$ cat config.mk
export PLATFORM = sky130hd
export DESIGN_NAME = spi_xfer_engine
export DESIGN_NICKNAME = d
export VERILOG_FILES = /design/src/rtl/spi_pkg.sv /design/src/rtl/spi_clk_div.sv /design/src/rtl/spi_xfer_engine.sv
export SDC_FILE = /design/constraint.sdc
export NUM_CORES = 1
export LEC_CHECK = 0
export BUFFER_PORTS_ARGS = -buffer_cell sky130_fd_sc_hd__buf_2
export CORE_MARGIN = 3
export CORE_UTILIZATION = 57
export DETAILED_ROUTE_END_ITERATION = 16
export HOLD_SLACK_MARGIN = 0.08
export PLACE_DENSITY = 0.92
export RECOVER_POWER = 25
export SKIP_CTS_REPAIR_TIMING = 1
export SLEW_MARGIN = 20
export SYNTH_ARGS = -nofsm -noshare
export SYNTH_HDL_FRONTEND = slang
export SYNTH_HIERARCHICAL = 1
export SYNTH_SLANG_ARGS = --single-unit
$ cat constraint.sdc
create_clock -name clk -period 3.6 [get_ports clk]
set_input_delay 0.72 -clock clk [delete_from_list [all_inputs] [get_ports clk]]
set_output_delay 0.72 -clock clk [all_outputs]
set_load 0.02 [all_outputs]
$ cat src/rtl/spi_pkg.sv
// Shared types and constants for the SPI transfer engine.
//   state_t   : engine FSM states
//   BYTE_BITS : bits in a short (8-bit) transfer
//   WORD_BITS : bits in a long (32-bit) transfer
//   CNT_W     : width of the bit counter
package spi_pkg;

   typedef enum logic [1:0] {
      IDLE  = 2'd0,
      SHIFT = 2'd1,
      DONE  = 2'd2
   } state_t;

   localparam int BYTE_BITS = 8;
   localparam int WORD_BITS = 32;
   localparam int CNT_W     = 5;

endpackage

$ cat src/rtl/spi_clk_div.sv
// SCK generator for the SPI transfer engine.
// Counts CLK_DIV system clocks per SCK half-period while enabled and toggles
// sck at terminal count. rise/fall strobes are high in the cycle whose clock
// edge moves sck 0->1 / 1->0. When disabled the divider and sck sit at zero,
// so every enable starts with a full low half-period.
//   clk, rst_n : system clock, async active-low reset
//   en         : run the divider
//   sck        : SPI clock, idles low
//   sck_rise   : sck goes high at the next clock edge
//   sck_fall   : sck goes low at the next clock edge
module spi_clk_div #(
   parameter int unsigned CLK_DIV = 2
) (
   input  logic clk,
   input  logic rst_n,
   input  logic en,
   output logic sck,
   output logic sck_rise,
   output logic sck_fall
);

   localparam int unsigned DIV_W = 8;
   localparam logic [DIV_W-1:0] DIV_TC = DIV_W'(CLK_DIV - 1);

   logic [DIV_W-1:0] div_cnt_q, div_cnt_d;
   logic             sck_q, sck_d;
   logic             tc;

   always_comb begin
      tc        = en && (div_cnt_q == DIV_TC);
      div_cnt_d = '0;
      sck_d     = 1'b0;
      if (en) begin
         div_cnt_d = tc ? '0 : div_cnt_q + 1'b1;
         sck_d     = tc ? ~sck_q : sck_q;
      end
   end

   always_ff @(posedge clk or negedge rst_n) begin
      if (!rst_n) begin
         div_cnt_q <= '0;
         sck_q     <= 1'b0;
      end else begin
         div_cnt_q <= div_cnt_d;
         sck_q     <= sck_d;
      end
   end

   assign sck      = sck_q;
   assign sck_rise = tc & ~sck_q;
   assign sck_fall = tc & sck_q;

endmodule

$ cat src/rtl/spi_xfer_engine.sv
// SPI mode-0 shift engine between the TX and RX FIFOs.
// Pops one command word from a first-word-fall-through TX FIFO, shifts 8 or
// 32 bits MSB first on mosi while capturing miso, then pushes the received
// word (8-bit results zero-extended) into the RX FIFO.
//   clk, rst_n            : system clock, async active-low reset
//   quad                  : 1 = 32-bit transfer, 0 = 8-bit using din[7:0]
//   din/din_valid/din_ready  : TX FIFO head, not-empty, pop strobe
//   dout/dout_valid/dout_ready : received word, push strobe, RX not-full
//   sck, mosi, miso       : SPI pins (sck idles low, mosi idles high)
//   busy                  : engine not idle
//
// state | meaning
// IDLE  | waiting for a TX word; pops it in the same cycle din_valid is seen
// SHIFT | clocking bits out on mosi and in from miso
// DONE  | result held on dout until the RX FIFO can take it
module spi_xfer_engine
   import spi_pkg::*;
#(
   parameter int unsigned CLK_DIV = 2,
   parameter int unsigned DW      = 32
) (
   input  logic          clk,
   input  logic          rst_n,
   input  logic          quad,
   input  logic [DW-1:0] din,
   input  logic          din_valid,
   output logic          din_ready,
   output logic [DW-1:0] dout,
   input  logic          dout_ready,
   output logic          dout_valid,
   output logic          sck,
   input  logic          miso,
   output logic          mosi,
   output logic          busy
);

   state_t           state_q, state_d;
   logic             len_q, len_d;
   logic [DW-1:0]    tx_sr_q, tx_sr_d;
   logic [DW-1:0]    rx_sr_q, rx_sr_d;
   logic [DW-1:0]    dout_q, dout_d;
   logic [CNT_W-1:0] bit_cnt_q, bit_cnt_d;
   logic [CNT_W-1:0] last_bit;
   logic             shift_en;
   logic             sck_rise;
   logic             sck_fall;

   assign shift_en = (state_q == SHIFT);
   assign last_bit = len_q ? CNT_W'(WORD_BITS - 1) : CNT_W'(BYTE_BITS - 1);

   spi_clk_div #(
      .CLK_DIV (CLK_DIV)
   ) u_clk_div (
      .clk      (clk),
      .rst_n    (rst_n),
      .en       (shift_en),
      .sck      (sck),
      .sck_rise (sck_rise),
      .sck_fall (sck_fall)
   );

   always_comb begin
      state_d    = state_q;
      len_d      = len_q;
      tx_sr_d    = tx_sr_q;
      rx_sr_d    = rx_sr_q;
      bit_cnt_d  = bit_cnt_q;
      dout_d     = dout_q;
      din_ready  = 1'b0;
      dout_valid = 1'b0;
      mosi       = 1'b1;
      case (state_q)
         IDLE: begin
            din_ready = din_valid;
            if (din_valid) begin
               len_d     = quad;
               // short transfers are left-justified so bit 31 is always next out
               tx_sr_d   = quad ? din : {din[BYTE_BITS-1:0], {(DW-BYTE_BITS){1'b0}}};
               bit_cnt_d = '0;
               state_d   = SHIFT;
            end
         end
         SHIFT: begin
            mosi = tx_sr_q[DW-1];
            if (sck_rise) begin
               rx_sr_d = {rx_sr_q[DW-2:0], miso};
            end
            if (sck_fall) begin
               tx_sr_d   = tx_sr_q << 1;
               bit_cnt_d = bit_cnt_q + 1'b1;
               if (bit_cnt_q == last_bit) begin
                  // last bit was captured on the preceding rise; rx_sr is complete
                  state_d = DONE;
                  dout_d  = len_q ? rx_sr_q
                                  : {{(DW-BYTE_BITS){1'b0}}, rx_sr_q[BYTE_BITS-1:0]};
               end
            end
         end
         DONE: begin
            if (dout_ready) begin
               dout_valid = 1'b1;
               state_d    = IDLE;
            end
         end
         default: state_d = IDLE;
      endcase
   end

   always_ff @(posedge clk or negedge rst_n) begin
      if (!rst_n) begin
         state_q   <= IDLE;
         len_q     <= 1'b0;
         tx_sr_q   <= '0;
         rx_sr_q   <= '0;
         dout_q    <= '0;
         bit_cnt_q <= '0;
      end else begin
         state_q   <= state_d;
         len_q     <= len_d;
         tx_sr_q   <= tx_sr_d;
         rx_sr_q   <= rx_sr_d;
         dout_q    <= dout_d;
         bit_cnt_q <= bit_cnt_d;
      end
   end

   assign dout = dout_q;
   assign busy = (state_q != IDLE);

endmodule

### Word level (Yosys, flattened, before mapping)

Cells that the tools add are included.

| operators by class | value |
|---|---|
| reduce and logical (&&, ||, !) cells | 9 |
| add/sub/neg operators | 2 |
| muxes and demuxes | 22 |
| bitwise logic cells | 3 |
| equal/unequal tests | 9 |

Operators by type and width:

| operator | number |
|---|---|
| $mux 32 | 4 |
| $pmux 32 s2 | 1 |
| $mux 8 | 2 |
| $mux 5 | 3 |
| $ne 2x2->1 const B | 5 |
| $pmux 5 s2 | 1 |
| $add 8x1->8 const B | 1 |
| $eq 8x1->1 const B | 1 |
| $mux 2 | 4 |
| $mux 1 | 6 |
| $pmux 2 s3 | 1 |
| $reduce_and 3->1 | 2 |
| $add 5x1->5 const B | 1 |
| $eq 5x5->1 | 1 |
| $reduce_and 2->1 | 2 |
| $reduce_and 4->1 | 1 |
| $reduce_bool 2->1 | 2 |
| $and 1x1->1 | 2 |
| $eq 2x1->1 const B | 1 |
| $eq 2x2->1 const B | 1 |
| $logic_not 2->1 | 1 |
| $logic_and 1x1->1 | 1 |
| $not 1->1 | 1 |

| word-level totals | value |
|---|---|
| register bits | 113 |
| input bits | 38 |
| output and inout port bits | 37 |
| word-level logic and storage cells | 53 |

### Longest topological paths before layout

Gate-level depths: netlist of the first run.

| logic depth | value |
|---|---|
| word-level depth | 5 |
| depth in mapped cells | 11 |
| mapped depth without buffers | 7 |

### By module

Netlist of the first run, hierarchy kept.

By module, submodules not included:

| module | instances | area an instance (µm²) | cells each | seq. area each (µm²) |
|---|---|---|---|---|
| spi_xfer_engine | 1 | 4700.8 | 421 | 2602.5 |
| spi_clk_div | 1 | 442.9 | 46 | 225.2 |

### Worst setup path after synthesis of the first run

Ideal clock, no wire load.

| timing | value |
|---|---|
| kind | flip-flop to flip-flop |
| start point | register state_q[1] |
| end point | register dout_q[3], in the netlist dout[3] |
| setup time | 0.127 ns |
| required time | 3.473 ns |
| data arrival time | 2.896 ns |
| path buffers | 3 |
| clock period less this slack | 3.024 ns |
| cell stages (with the launch flop) | 11 |
| setup slack | 0.576 ns |
| cell sequence | dfrtp_1 -> nand2b_1 -> clkbuf_1 -> inv_1 -> clkbuf_1 -> inv_1 -> nor4_1 -> nand3b_1 -> a211oi_4 -> buf_6 -> mux2_1 |

| between the ends | value |
|---|---|
| word-level cells in the longest chain between the ends | 4 |

Ends and longest elaborated chain:

| item | line | text |
|---|---|---|
| from (decl) | spi_xfer_engine.sv:37 | `state_t state_q, state_d;` |
| from (signal assigned) | spi_xfer_engine.sv:118 | `state_q <= state_d;` |
| $eq 2x1->1 | spi_xfer_engine.sv:48 | `assign shift_en = (state_q == SHIFT);` |
| named net shift_en | spi_xfer_engine.sv:44 | `logic shift_en;` |
| $logic_and 1x1->1 | spi_clk_div.sv:30 | `tc = en && (div_cnt_q == DIV_TC);` |
| $and 1x1->1 | spi_clk_div.sv:51 | `assign sck_fall = tc & sck_q;` |
| named net sck_fall | spi_xfer_engine.sv:46 | `logic sck_fall;` |
| $reduce_and 3->1 (no source line) | -- |  |
| to (signal assigned) | spi_xfer_engine.sv:122 | `dout_q <= dout_d;` |
| to (decl) | spi_xfer_engine.sv:41 | `logic [DW-1:0] dout_q, dout_d;` |

The timed path passes the listed nets, and every way through them passes these cells.
A chain may end at the register's enable or synchronous reset.

### Final worst setup path of the first run

| timing | value |
|---|---|
| start point | register state_q[1] |
| end point | output port din_ready |

| between the ends | value |
|---|---|
| word-level cells in the longest chain between the ends | 2 |

Ends and longest elaborated chain:

| item | line | text |
|---|---|---|
| $logic_not 2->1 | spi_xfer_engine.sv:72 | `case (state_q)` |
| $mux 1 | spi_xfer_engine.sv:72 |  |
| to (decl) | spi_xfer_engine.sv:27 | `output logic din_ready,` |

Every way passes these cells.

==> results by group, run 1 <==
Cells and area
  – Multi-input logic area: 2050 sq um
  – Layout cells sized above 1: 28.1%
  – Syn-to-layout area delta: 21.6%
  – N_diodes: 0
  – Final core utilization: 71.3%
  – Sequential Area: 2830 sq um
  – Fillers: 566
  – Layout Nets: 576
  – Fin area: 6250 sq um

Logic synthesis
  – Syn nets: 508
  – Synth area leader: dfrtp_1
  – Synth top area share: 55.0%
  – Synth warnings: 6
  – #FFs+latches synth: 113
  – Syn Area/Cell: 11.0 sq um
  – Unique masters post-synth: 37
  – Dominant cells by area after synthesis: dfrtp_1 55%, mux2_2 7.4%, mux2i_1 4.7%, and3b_1 4.1%, nand3_1 3.9%
  – Register area share after synthesis: 55.0%
  – Number of synthesized flops with an enable pin: 0
  – Ys async rst share: 100%
  – Synthesized cell area: 5140 sq um
  – Synth cell count leaders: 113 x dfrtp_1, 40 x nand3_1, 34 x mux2_2
  – Cell count after synthesis: 467
  – Count leader, synth: dfrtp_1
  – Top FF cell, synth: dfrtp_1

Placed design
  – RePlAce Congestion: 0.817
  – DPL Wire Length: 6710 um
  – Pre-CTS setup slack: 0.727 ns
  – Port Buf Inserts: 74
  – DP Area: 5600 sq um

Worst setup path
  – Crit end category: output port
  – Critical path peak fanout: 35
  – Buf/Inv on CP: 4
  – Critical Path Most Common Cell: buf_4
  – Crit path cell chain: buf_4 -> or3b_2 -> buf_4 -> inv_1 -> buf_2
  – Crit path max-delay cell type: or3b_2
  – Worst path required time: 2.88 ns
  – Setup crit start kind: flop
  – Crit-path leading delay family: buffers and inverters
  – Critical path class: flop to output port
  – Arrival @ worst endpoint: 2.36 ns
  – Largest stage delay, worst path: 0.48 ns

Detailed routing
  – DRT Wirelength: 11800 um
  – Avg WL per Cell: 18.1 um
  – DR pass1 iterations: 7
  – DR top layer: met4
  – DRC viols: 0
  – Met2 WL: 6080 um
  – Vias: 3956
  – Iteration-0 DRC Markers: 394
  – Met1 WL: 4700 um
  – Wire length on met3: 771 um
  – Routed Antenna Nets: 0
  – Vias per cell: 6.03

Clocking
  – Clock Pin Slew Worst Setup and Hold Paths: 0.05 ns
  – # H-tree levels: 4
  – Clk_lat worst skew: 0.52 ns
  – CTS tree: done
  – Clk buf depth: 2
  – CTS Sinks: 113
  – Clock root buffer: clkbuf_8
  – CTS buffer count: 17

Global route
  – Vias in the first global route: 3994
  – Largest net degree at the start of global routing: 70
  – GR Util All Layers: 24.7%
  – Grt ovf: 0
  – First-pass GRT wire length: 19700 um
  – Antenna violations before repair: 0

Pwr
  – Pwr dens: 770 nW/um^2
  – Leak pwr: 2.99 nW
  – Peak supply drop: 0.000382 V

Timing
  – Final Critical Period: 3.08 ns
  – Worst Setup Slack, final: 0.516 ns
  – Final hold vios: 0
  – Clock skew: 0.00842 ns
  – Setup_tns: 0 ns
  – Final Setup Violations: 0
  – Final period util: 85.7%
  – Actual slew at the worst max-slew pin: 1.73 ns
  – Min Hold Slack: 0.448 ns
  – Unrepaired setup endpoints after global routing: no
  – Fmax achieved: 324 MHz
  – Fin. max-slew vios: 69
  – Worst slew margin: -15.2%

Floorplan
  – Row count: 34
  – Initial Util: 58.7%
  – Die ar.: 10200 sq um
  – Die X-Extent: 101 um
  – Ports: 75
  – Core area: 8760 sq um
  – Chip Height: 101 um

Run status
  – Run status: finished, violations left
  – Failing checks: max-capacitance violations, max-slew violations

Flow run
  – Max-Cap Viols: 1

Min path
  – Class of the worst hold path: primary input to flop
## sequential cells by signal, summed over array words and instances, names as in the netlist
name / count
bit_cnt_q: 5
len_q: 1
dout: 32
rx_sr_q: 32
u_clk_div/div_cnt_q: 8
u_clk_div/sck: 1
state_q: 2
tx_sr_q: 32
## layout make-up
type	instances	share of cell area [%]
clock buffers	22	7.24
inverters	30	1.80
well taps	108	2.16
clock inverters	10	3.26
multi-input cells	289	32.8
repair buffers	84	7.52
flip-flops and latches	113	45.2
## power by group
part / switching (W) / internal, W
Sequential: 0.000251 / 0.00154
Clock: 0.000573 / 0.00130
Combinational: 0.000665 / 0.000491
## placed cells by master (no fill, tap or decap), drive strengths merged
cell | netlist | routed
o21ai | 32 | 32
nand2b | 2 | 2
buf | 11 | 83
nor2 | 14 | 14
mux2 | 40 | 40
nor4 | 2 | 2
dfrtp | 113 | 113
nand3 | 40 | 40
a32o | 2 | 2
clkinv | 0 | 3
ha | 3 | 3
or3 | 8 | 8
nand4 | 1 | 1
nor3b | 1 | 1
xor2 | 3 | 3
nand2 | 30 | 30
mux2i | 24 | 24
xnor2 | 1 | 1
o31ai | 8 | 8
a21oi | 8 | 8
or4b | 1 | 1
a211oi | 9 | 9
inv | 30 | 31
nand4b | 1 | 1
and3b | 24 | 24
clkbuf | 24 | 23
or3b | 1 | 1
bufinv | 0 | 6
a31oi | 23 | 23
nor2b | 8 | 8
or2 | 2 | 2
nand3b | 1 | 1
## per-layer routing
| metal | track usage, % | vias to the layer above |
|---|---|---|
| li1 | - | 1782 |
| met1 | 30.6 | 1954 |
| met2 | 40.7 | 184 |
| met3 | 6.71 | 36 |
| met4 | 10.6 | 0 |
| met5 | 0 | - |
## stage by stage
| stage | power [W] | std cells |
|---|---|---|
| 6_report | 0.00481 | 656 |
| 5_1_grt | 0.00505 | 656 |
| 4_1_cts | 0.00482 | 656 |
| 3_5_place_dp | 0.00291 | 624 |
| 3_3_place_gp | 0.00281 | 624 |
| 2_1_floorplan | 0.00259 | 467 |
## final timing paths
check / startpoint / to / slack (ns) / depth (start not counted)
setup / recovery: state_q[1] / din_ready / 0.52 / 5
hold / removal: miso / rx_sr_q[0] / 0.45 / 2
setup reg to reg: u_clk_div/div_cnt_q[1] / dout[8] / 0.59 / 9
hold reg to reg: dout[7] / dout[7] / 0.48 / 1
max in group asynchronous: rst_n / tx_sr_q[0] / 1.91 / 1
min in group asynchronous: rst_n / dout[28] / 0.66 / 1
## kinds of logic after synthesis
kind of cell / share of synthesized area [%]
xor+xnor: 0.681
compound gates: 9.88
mux: 13.4
fa+ha+maj: 0.730
simple gates: 15.0
flops: 55.0
buf+inv: 5.33
Note: power is estimated with default switching activity, not from simulation.
==> inputs of run 2 (changes only) <==
--- a/config.mk
+++ b/config.mk
@@ -5,12 +5,13 @@
 export SDC_FILE = /design/constraint.sdc
 export NUM_CORES = 1
 export LEC_CHECK = 0
+export ABC_AREA = 1
 export BUFFER_PORTS_ARGS = -buffer_cell sky130_fd_sc_hd__buf_2
 export CORE_MARGIN = 3
 export CORE_UTILIZATION = 57
 export DETAILED_ROUTE_END_ITERATION = 16
 export HOLD_SLACK_MARGIN = 0.08
-export PLACE_DENSITY = 0.92
+export PLACE_DENSITY = 0.91
 export RECOVER_POWER = 25
 export SKIP_CTS_REPAIR_TIMING = 1
 export SLEW_MARGIN = 20
==> results by group, run 2 <==
Run status
  – Run status: finished, violations left
  – Failing checks: max-capacitance violations, max-slew violations

Worst setup path
  – Worst flop-to-flop path startpoint: u_clk_div/div_cnt_q[1]
  – Reg-to-reg slack, setup: 0.95 ns
  – Critical path peak fanout: 34
  – Crit end category: flop
  – Arrival @ worst endpoint: 3.01 ns
  – Setup crit start kind: flop
  – Worst R2R Path Depth: 10
  – RR Endpoint: rx_sr_q[30]
  – Critical path class: flop to flop
  – Worst path required time: 3.95 ns

Timing
  – Fmax achieved: 377 MHz
  – Final hold vios: 0
  – Unrepaired setup endpoints after global routing: no
  – Actual slew at the worst max-slew pin: 1.51 ns
  – Fin. max-slew vios: 63
  – Worst slew margin: -0.589%
  – Final period util: 73.7%
  – Setup_tns: 0 ns
  – Final Setup Violations: 0
  – Final Critical Period: 2.65 ns
  – Worst Setup Slack, final: 0.946 ns
  – Clock skew: 0.00770 ns

Cells and area
  – Commonest non-fill, non-tap cells in the layout: 279 x nand2_1, 113 x dfrtp_1, 73 x buf_2
  – Leading cell type in the layout, fill and taps excluded: nand2_1
  – Syn-to-layout area delta: 19.4%
  – Layout Nets: 756
  – Layout cells sized above 1: 17.3%
  – Fillers: 641
  – Fin area: 6270 sq um
  – Final core utilization: 70.8%
  – N_diodes: 0

Global route
  – GR Util All Layers: 22.8%
  – Vias in the first global route: 4143
  – Largest net degree at the start of global routing: 63
  – Busiest grt layer: met2
  – Grt ovf: 0
  – GR Layer Usage met3: 6.62%
  – Antenna violations before repair: 0
  – Grt met2 use: 38.8%
  – Met1 usage: 27.5%
  – First-pass GRT wire length: 18700 um

Clocking
  – Clock Pin Slew Worst Setup and Hold Paths: 0.06 ns
  – Clk_lat worst skew: 0.51 ns
  – CTS buffer count: 17
  – CTS tree: done
  – # H-tree levels: 4
  – Clk buf depth: 2
  – CTS Sinks: 113
  – Clock root buffer: clkbuf_8

Detailed routing
  – Avg WL per Cell: 13.7 um
  – Routed Antenna Nets: 0
  – Iteration-0 DRC Markers: 320
  – Vias: 4538
  – DRC viols: 0
  – DRT Wirelength: 11500 um
  – Vias per cell: 5.43
  – DR pass1 iterations: 6

Flow run
  – Max-Cap Viols: 1

Floorplan
  – Chip Height: 102 um
  – Row count: 34
  – Ports: 75
  – Core area: 8850 sq um
  – Die ar.: 10400 sq um
  – Die X-Extent: 102 um
  – Initial Util: 59.3%

Min path
  – Worst Hold Launch: dout_ready
  – Hold path depth: 2
  – Class of the worst hold path: primary input to flop
  – Hold endpoint: state_q[1]

Logic synthesis
  – Synth warnings: 6
  – Synth area leader: dfrtp_1
  – #FFs+latches synth: 113
  – Synth cell count leaders: 279 x nand2_1, 113 x dfrtp_1, 67 x nand3_1
  – Ys async rst share: 100%
  – Cell count after synthesis: 653
  – Synthesized cell area: 5250 sq um
  – Top FF cell, synth: dfrtp_1
  – Dominant cells by area after synthesis: dfrtp_1 54%, nand2_1 20%, nand3_1 6.4%, o21ai_0 3.8%, nand3b_1 3.4%
  – Count leader, synth: nand2_1
  – Synth top area share: 53.9%
  – Syn nets: 694
  – Number of synthesized flops with an enable pin: 0
  – Unique masters post-synth: 26
  – Syn Area/Cell: 8.04 sq um
  – Register area share after synthesis: 53.9%

Placed design
  – Pre-CTS setup slack: 1.07 ns
  – DPL Wire Length: 7000 um
  – DP Area: 5620 sq um
  – RePlAce Congestion: 0.874
  – Port Buf Inserts: 74

Pwr
  – Leak pwr: 3.33 nW
  – Peak supply drop: 0.000402 V
  – Pwr dens: 736 nW/um^2
  – Total Power: 0.00461 W
-- run 2: cell count changes after synthesis, moves of 8 or more --
cell      change
a211oi_1      -8
a31oi_1      -23
and3b_1      -24
buf_2        +17
clkbuf_1     -13
mux2_2       -34
mux2i_1      -24
nand2_1     +249
nand3_1      +27
nand3b_1     +23
nor2b_1       -8
o21ai_0       +9
o21ai_1      +19
-- run 2: area by class of cell --
type	count	area, sq um	share of cell area (%)
timing repair buffer	81	419	6.69
clock inverter	11	200	3.19
multi-input combinational	473	2120	33.8
inverter	29	109	1.74
clock buffer	21	459	7.33
tap	108	135	2.16
sequential	113	2830	45.1
-- run 2: stage by stage --
stage / hold WS [ns] / instances
global placement: 0.449 / 804
floorplan: 0.424 / 653
CTS: 0.299 / 836
finish: 0.418 / 836
detailed placement: 0.453 / 804
global route: 0.387 / 836
-- run 2: critical path, cell delays in order, from the launching register on --
cell and delay, ns:
dfrtp_1 0.40, inv_1 0.09, ha_1 0.17, nand2_1 0.06
nor2_1 0.14, nand3_1 0.12, nor2_2 0.09, buf_4 0.30
nand2_1 0.68, nor2_1 0.35, a21oi_1 0.07
-- run 2: how the worst max path moves through the flow --
stage | startpoint | endpoint | slack, ns | cells after the start
after CTS | u_clk_div/div_cnt_q[1] | rx_sr_q[30] | 1.02 | 10
after detailed placement | u_clk_div/div_cnt_q[1] | rx_sr_q[30] | 1.07 | 10
after floorplan | state_q[1] | tx_sr_q[10] | 1.65 | 13
after global placement | u_clk_div/div_cnt_q[1] | rx_sr_q[30] | 1.25 | 10
after global routing | rst_n | rx_sr_q[27] | 0.68 | 2
final | u_clk_div/div_cnt_q[1] | rx_sr_q[30] | 0.95 | 10
-- run 2: routing by layer --
| layer | wire (um) | share of wire [%] | up-vias |
|---|---|---|---|
| met5 | 0 | 0 | - |
| met4 | 187 | 1.6 | 0 |
| met3 | 689 | 6.0 | 18 |
| met2 | 5750 | 50 | 171 |
| met1 | 4820 | 42 | 2138 |
| li1 | - | - | 2211 |
-- run 2: kinds of logic after synthesis --
kind of cell / after synthesis / share of synthesized area, %
and+or+nand+nor: 405 / 33.2
DFF: 113 / 53.9
buffers and inverters: 67 / 5.84
AOI/OAI and AO/OA: 63 / 6.05
adders and majority gates: 3 / 0.715
xor gates and xnor gates: 2 / 0.334
-- run 2: where the power goes --
group	total, W	switching (W)	internal, W
logic	0.00101	0.000684	0.000324
registers	0.00177	0.000227	0.00155
clock network	0.00183	0.000577	0.00126
==> inputs of run 3 (changes only) <==
--- a/config.mk
+++ b/config.mk
@@ -5,13 +5,13 @@
 export SDC_FILE = /design/constraint.sdc
 export NUM_CORES = 1
 export LEC_CHECK = 0
-export ABC_AREA = 1
+export ABC_AREA = 0
 export BUFFER_PORTS_ARGS = -buffer_cell sky130_fd_sc_hd__buf_2
 export CORE_MARGIN = 3
-export CORE_UTILIZATION = 57
+export CORE_UTILIZATION = 51
 export DETAILED_ROUTE_END_ITERATION = 16
 export HOLD_SLACK_MARGIN = 0.08
-export PLACE_DENSITY = 0.91
+export PLACE_DENSITY = 0.87
 export RECOVER_POWER = 25
 export SKIP_CTS_REPAIR_TIMING = 1
 export SLEW_MARGIN = 20
==> constraint.sdc (replaced) <==
create_clock -name clk -period 2.3 [get_ports clk]
set_input_delay 0.46 -clock clk [delete_from_list [all_inputs] [get_ports clk]]
set_output_delay 0.46 -clock clk [all_outputs]
set_load 0.02 [all_outputs]
==> results by group, run 3 (synthesized netlist as in run 1, its figures left out) <==
Run status
  – Run status: finished, violations left
  – Failing checks: negative setup slack

Timing
  – Final period util: 109%
  – Worst Setup Slack, final: -0.201 ns
  – Actual slew at the worst max-slew pin: 0.873 ns
  – Fin. max-slew vios: 0
  – Clock skew: 0.0195 ns
  – Worst slew margin: 41.7%
  – Final hold vios: 0
  – Final Setup Violations: 44
  – Fmax achieved: 400 MHz
  – Final Critical Period: 2.50 ns
  – Unrepaired setup endpoints after global routing: yes

Min path
  – Class of the worst hold path: primary input to flop
  – Hold path depth: 3
  – Hold endpoint: tx_sr_q[12]
  – Worst Hold Launch: din[12]

Cells and area
  – Fin area: 6550 sq um
  – Syn-to-layout area delta: 27.4%
  – N_diodes: 0
  – Layout Nets: 599
  – Final core utilization: 67.0%
  – Commonest non-fill, non-tap cells in the layout: 113 x dfrtp_1, 73 x buf_2, 38 x nand3_1
  – Leading cell type in the layout, fill and taps excluded: dfrtp_1
  – Layout cells sized above 1: 34.0%

Detailed routing
  – DRT Wirelength: 13100 um
  – Routed Antenna Nets: 0
  – Met2 WL: 6980 um
  – DRC viols: 0
  – Avg WL per Cell: 18.7 um
  – DR pass1 iterations: 5
  – Vias: 4071
  – Iteration-0 DRC Markers: 354
  – Vias per cell: 5.78
  – Met1 WL: 5250 um
  – Wire length on met3: 710 um
  – DR top layer: met4

Placed design
  – DPL Wire Length: 7240 um
  – RePlAce Congestion: 0.792
  – DP Area: 5740 sq um
  – Port Buf Inserts: 74
  – Pre-CTS setup slack: -0.132 ns

Worst setup path
  – RR Endpoint: dout[0]
  – Crit path cell chain: inv_1 -> ha_1 -> or4b_4 -> nor4_4 -> nand3b_1 -> a211oi_4 -> buf_12 -> mux2_2
  – Largest stage delay, worst path: 0.49 ns
  – Reg-to-reg slack, setup: -0.20 ns
  – Crit path max-delay cell type: or4b_4
  – Arrival @ worst endpoint: 2.90 ns
  – Crit end category: flop
  – Worst path required time: 2.70 ns
  – Critical path peak fanout: 10
  – Worst R2R Path Depth: 8
  – Setup crit start kind: flop
  – Critical path class: flop to flop
  – Worst flop-to-flop path startpoint: u_clk_div/div_cnt_q[1]

Global route
  – Vias in the first global route: 3920
  – GR Util All Layers: 21.3%
  – First-pass GRT wire length: 19300 um
  – Antenna violations before repair: 0
  – Grt ovf: 0
  – Largest net degree at the start of global routing: 65

Clocking
  – Clk buf depth: 2
  – CTS tree: done
  – CTS buffer count: 17
  – CTS Sinks: 113
  – # H-tree levels: 4
  – Clk_lat worst skew: 0.52 ns
  – Clock Pin Slew Worst Setup and Hold Paths: 0.06 ns
  – Clock root buffer: clkbuf_8

Floorplan
  – Row count: 36
  – Chip Height: 106 um
  – Die X-Extent: 106 um
  – Initial Util: 52.6%
  – Core area: 9770 sq um
  – Die ar.: 11300 sq um
  – Ports: 75

Pwr
  – Peak supply drop: 0.000754 V
  – Total Power: 0.00751 W
  – Pwr dens: 1150 nW/um^2
  – Leak pwr: 3.10 nW

Flow run
  – Max-Cap Viols: 0
## run 3: cell types whose count changed in the layout (fill, tap and decap cells not counted), sizes merged, moves of 9 or more
cell	before	now
nand2	283	30
mux2i	0	24
buf	79	100
a31oi	0	23
and3b	0	24
nor2	25	14
nand3	69	40
a211oi	0	9
o21ai	60	32
mux2	0	40
nand3b	24	1
## run 3: cell type report
type / count / area, sq um
sequential: 113 / 2830
multi-input combinational: 289 / 2120
inverter: 30 / 116
fill: 674 / 3220
clock buffer: 17 / 414
clock inverter: 15 / 135
tap: 133 / 166
timing repair buffer: 107 / 768
## run 3: per-stage QoR
stage | setup TNS [ns] | instances | hold slack, ns
global route | -11.94 | 704 | 0.238
finish | -5.32 | 704 | 0.229
CTS | -6.50 | 690 | -0.0924
floorplan | -4.04 | 467 | 0.164
global placement | -1.97 | 658 | 0.427
detailed placement | -3.07 | 658 | 0.440
## run 3: worst max-delay path, delay by kind of cell (launching register included)
kind,cells,cell delay (ns)
adders and majority gates,1,0.14
DFF,1,0.38
AOI/OAI and AO/OA,1,0.35
muxes,1,0.34
and+or+nand+nor,3,0.94
buffers and inverters,2,0.24
## run 3: how the worst max path moves through the flow
stage	from	to	slack [ns]	cells past startpoint
after global routing	u_clk_div/div_cnt_q[1]	dout[12]	-0.28	9
after floorplan	u_clk_div/div_cnt_q[1]	dout[3]	-0.26	8
after CTS	u_clk_div/div_cnt_q[1]	bit_cnt_q[4]	-0.28	8
after detailed placement	u_clk_div/div_cnt_q[1]	dout[24]	-0.13	8
after global placement	u_clk_div/div_cnt_q[1]	dout[15]	-0.07	8
final	u_clk_div/div_cnt_q[1]	dout[0]	-0.20	8
## run 3: layer usage
layer / GRT usage (%) / up-vias
met5: 0 / -
met4: 6.39 / 0
met3: 5.16 / 31
met2: 35.2 / 172
met1: 27.9 / 2035
li1: - / 1833
## run 3: report_power, final
part	internal [W]	switching (W)	total, W
clock network	0.00144	0.000980	0.00242
logic	0.00107	0.00132	0.00239
registers	0.00240	0.000301	0.00270
